File: config.mk
export PLATFORM = sky130hd
export DESIGN_NAME = oam_dma
export DESIGN_NICKNAME = d
export VERILOG_FILES = /design/src/rtl/oam_dma.sv
export SDC_FILE = /design/constraint.sdc
export NUM_CORES = 1
export LEC_CHECK = 0
export ABC_CLOCK_PERIOD_IN_PS = 2500
export CAP_MARGIN = 20
export CORE_AREA = 2 2 95 51
export DETAILED_ROUTE_END_ITERATION = 16
export DIE_AREA = 0 0 97 53
export HOLD_SLACK_MARGIN = 0.06
export PLACE_DENSITY_LB_ADDON = 0.12
export SLEW_MARGIN = 20
export SYNTH_ARGS = -nofsm -noshare
export SYNTH_HDL_FRONTEND = slang
export SYNTH_SLANG_ARGS = --single-unit
File: constraint.sdc
create_clock -name clk -period 2.5 [get_ports clk]
set_input_delay 0.25 -clock clk [delete_from_list [all_inputs] [get_ports clk]]
set_output_delay 0.25 -clock clk [all_outputs]
set_load 0.02 [all_outputs]
File: src/rtl/oam_dma.sv
// Sprite DMA engine: snoops CPU writes to the DMA page register, halts the CPU,
// and copies one 256-byte CPU page to the PPU OAM data port as read/write pairs.
module oam_dma #(
    parameter int                    ADDR_WIDTH    = 16,
    parameter int                    REG_WIDTH     = 8,
    parameter logic [ADDR_WIDTH-1:0] DMA_REG_ADDR  = 16'h4014,
    parameter logic [ADDR_WIDTH-1:0] OAM_DATA_ADDR = 16'h2004
) (
    input  logic                  clk,
    input  logic                  reset,
    input  logic [ADDR_WIDTH-1:0] cpu_addr,
    input  logic [REG_WIDTH-1:0]  cpu_data,
    input  logic                  cpu_we,
    input  logic [REG_WIDTH-1:0]  mem_data_in,
    output logic                  rdy,
    output logic                  bus_req,
    output logic [ADDR_WIDTH-1:0] dma_addr,
    output logic [REG_WIDTH-1:0]  dma_data_out,
    output logic                  dma_we,
    output logic                  busy
);

    // state | meaning
    // IDLE  | CPU owns the bus, waiting for a page-register write
    // HALT  | rdy dropped, CPU finishing its current cycle
    // ALIGN | extra wait so the first read lands on even parity
    // READ  | DMA reads {page, idx} from memory
    // WRITE | DMA writes the latched byte to the OAM data port
    typedef enum logic [2:0] {
        IDLE  = 3'd0,
        HALT  = 3'd1,
        ALIGN = 3'd2,
        READ  = 3'd3,
        WRITE = 3'd4
    } state_t;

    state_t               state;
    state_t               state_next;
    logic [REG_WIDTH-1:0] page;
    logic [7:0]           idx;
    logic [REG_WIDTH-1:0] latch;
    logic                 par;
    logic                 trigger;

    assign trigger = cpu_we && (cpu_addr == DMA_REG_ADDR);

    always_ff @(posedge clk or posedge reset) begin
        if (reset) begin
            state <= IDLE;
        end else begin
            state <= state_next;
        end
    end

    always_comb begin
        state_next = state;
        case (state)
            IDLE:    if (trigger) state_next = HALT;
            HALT:    state_next = par ? ALIGN : READ;
            ALIGN:   state_next = READ;
            READ:    state_next = WRITE;
            WRITE:   state_next = (idx == 8'hFF) ? IDLE : READ;
            default: state_next = IDLE;
        endcase
    end

    // idx wraps within 8 bits and never carries into page
    always_ff @(posedge clk or posedge reset) begin
        if (reset) begin
            page  <= '0;
            idx   <= '0;
            latch <= '0;
            par   <= 1'b0;
        end else begin
            par <= ~par;
            case (state)
                IDLE: begin
                    if (trigger) begin
                        page <= cpu_data;
                        idx  <= '0;
                    end
                end
                READ:  latch <= mem_data_in;
                WRITE: if (idx != 8'hFF) idx <= idx + 8'd1;
                default: ;
            endcase
        end
    end

    always_comb begin
        rdy          = 1'b0;
        bus_req      = 1'b0;
        dma_we       = 1'b0;
        dma_addr     = '0;
        dma_data_out = '0;
        case (state)
            IDLE: rdy = 1'b1;
            READ: begin
                bus_req  = 1'b1;
                dma_addr = ADDR_WIDTH'({page, idx});
            end
            WRITE: begin
                bus_req      = 1'b1;
                dma_we       = 1'b1;
                dma_addr     = OAM_DATA_ADDR;
                dma_data_out = latch;
            end
            default: ;
        endcase
    end

    assign busy = ~rdy;

endmodule

==> impl_metrics.tcl <==
set metrics [dict create \
    worst_slew_margin_rel_pct 69.8 \
    power.density_nw_per_um2 908 \
    layout.cell_area.non_filler_um2 2320 \
    tritoncts "done" \
    synth_seq_cells 28 \
    layout_worst_path_cycle_share_pct 94.6 \
    worst_clock_skew_ns 0.00807 \
    std_cell_rows 17 \
    syn-instance-count 146 \
    htreeDepth 1 \
    grt_pass1_wl_mm 6.60 \
    fin_tns_setup_ns 0 \
    final_antenna_diode_count 0 \
    timing.critical_path.cells "nor2_1 > nand2_1 > inv_4 > and2_1 > clkdlybuf4s50_1" \
    die_ar_um2 5140 \
    synth_async_sr_flop_share_pct 100 \
    detailed_route_iter0_violations 60 \
    setup-violations-final 0 \
    post_cts_hold_buffer_count 0 \
    grt_max_degree 29 \
    number_of_i_o_port_buffers 62 \
    global_route.usage.total_pct 16.4 \
    outcome "completed" \
    die-width_um 97 \
    post-route-util_pct 54.3 \
    r2r_setup_slack_ns 0.68 \
    post_synth_net_total 182 \
    worstSetupStartpointType "flop" \
    top_cell_type_by_total_area_after_synthesis "dfrtp_1" \
    yosys.area.top_type_share_pct 43.9 \
    seq_area_frac_synth_pct 43.9 \
    synth.area.top_cells "dfrtp_1 (44%), mux2_4 (7.5%), mux2_2 (6.3%), and3_1 (5.5%), and2_1 (3.1%)" \
    dp_worst_setup_slack_ns 0.370 \
    worst-setup-path-type "flop to output port" \
    final_layout_size_suffix_gt1_share_pct 17.3 \
    report.final.hold_viol_count 0 \
    actual_transition_at_the_worst_max_transition_pin_ns 0.449 \
    slew_viol_final 0 \
    synthesis.yosys.warnings 0 \
    residual_overflow_from_global_routing 0 \
    die_h_um 53 \
    drv_cap 0 \
    fp.coreArea_um2 4280 \
    place_area_um2 2260 \
    cts_setup_buffers 0 \
    synthesis.area_um2 1600 \
    worst_hold_slack_ns 0.342 \
    cts_buffers 3 \
    routed-via-count 1341 \
    drt-vias-per-instance 5.06 \
    num_io_pins 63 \
    wire_per_inst_um 15.1 \
    hold_path_class "input port to asynchronous set/reset pin" \
    starting_density_pct 37.4 \
    clock_path_buffers 2 \
    critPathMaxStageDelay_ns 0.62 \
    insertion_delay_ns 0.27 \
    drt_wl_total_mm 4.01 \
    synth_edf_count 0 \
    cp_data_required_time_ns 2.25 \
    dr.pass1.iters 4 \
    yosys_most_used_dff "dfrtp_1" \
    dpl.hpwl_mm 3.09 \
    critical_path_peak_fanout 20 \
    worstPathArrival_ns 2.12 \
    clock-root-buffer "clkbuf_8" \
    cts_sinks 28 \
    clkTransAtPathRegs_ns 0.09 \
    p_leak_nw 1.02 \
    area_added_between_synthesis_and_finish_pct 45.3 \
    endpoint_class_of_the_critical_path "output port" \
    drc_errors 0 \
    ant_nets 0 \
    setup_ws_post_layout_ns 0.134 \
    vdd_ir_drop_max_mv 0.304 \
    syn_area_per_cell_um2 10.9 \
    gp_congestion 0.781 \
    grt_antenna_before_repair 0 \
    min_period_ns 2.37 \
    achievable-frequency_ghz 0.423 \
    slowest_stage "clkdlybuf4s50_1" \
    cts_resized 0 \
    vias_in_the_first_global_route 1345 \
    finalNetCount 245 \
    synth_cell_types 43 \
    grt_setup_unrepaired "yes" \
]
area by class of cell:
type                            instances  area [µm²]
Fill cell                             376        1950
Multi-Input combinational cell        102         816
Inverter                                9        36.3
Sequential cell                        28         701
Tap cell                               57        71.3
Timing Repair Buffer                   65         643
Clock buffer                            4        55.1
path summary, 6_finish.rpt:
path | end | from | cells past startpoint
hold / removal | latch[0] | reset | 3
max in group asynchronous | state[0] | reset | 3
min in group clk | par | par | 1
setup reg to reg | idx[5] | idx[0] | 5
hold reg to reg | par | par | 1
setup / recovery | dma_data_out[1] | state[1] | 5
cell usage after synthesis, types with 2 or more instances:
master    number
o21ai_0        5
inv_1          8
o21ai_1        2
o211ai_1       5
clkbuf_1       2
dfrtp_1       28
mux2_2         9
nor4b_4        2
and2_1         8
mux2_4         8
nand2_1       11
nand3_1        7
buf_6          2
or3_1          2
nand4_1        3
nor2_1         4
and3_1        14
report_power, final:
part           total [mW]  internal (mW)  leakage (nW)  switching (mW)
clock network       0.276          0.141        0.0288           0.135
logic                1.09          0.533         0.661           0.557
registers           0.741          0.598         0.332           0.143
metal layers:
layer | wire length [µm] | track usage (%) | up-vias
met5 | 0 | 0 | -
met4 | 20 | 1.41 | 0
met3 | 191 | 3.96 | 2
met2 | 1820 | 27.4 | 43
met1 | 1980 | 22.7 | 654
li1 | - | - | 642
through the flow:
stage               power, mW  std cells
finish                   2.11        265
detailed placement       1.84        261
global placement         1.79        261
floorplan                1.42        146
global route             2.25        265
CTS                      2.12        265
placed cells by master (no fill, tap or decap), drive strengths merged:
cell type | Yosys | layout
a22oi | 1 | 1
and2 | 9 | 9
and3 | 14 | 14
and4 | 1 | 1
buf | 4 | 3
clkbuf | 3 | 4
clkdlybuf4s50 | 0 | 62
dfrtp | 28 | 28
ha | 1 | 1
inv | 9 | 9
mux2 | 17 | 17
mux2i | 1 | 1
nand2 | 11 | 11
nand2b | 1 | 1
nand3 | 9 | 9
nand3b | 1 | 1
nand4 | 3 | 3
nand4b | 1 | 1
nor2 | 5 | 5
nor2b | 2 | 2
nor3 | 2 | 2
nor4b | 3 | 3
nor4bb | 1 | 1
o211ai | 5 | 5
o21ai | 8 | 8
o22ai | 1 | 1
o31a | 1 | 1
or2 | 1 | 1
or3 | 2 | 2
or4 | 1 | 1
registers in the layout, summed over array words and instances, names as in the netlist:
signal / cells
page: 8
latch: 8
par: 1
idx: 8
state: 3
cell families after synthesis:
logic type	after synthesis	synth area share (%)
simple gates	67	29.3
flops	28	43.9
mux	18	14.5
compound gates	16	6.50
buf+inv	16	5.09
fa+ha+maj	1	0.783
critical path: cells and delay by family, from the launching register on:
kind / cells / cell delay, ns
buffers and inverters: 2 / 0.88
flip-flops: 1 / 0.46
AND/OR/NAND/NOR: 3 / 0.51
(Power assumes the default switching activity.)
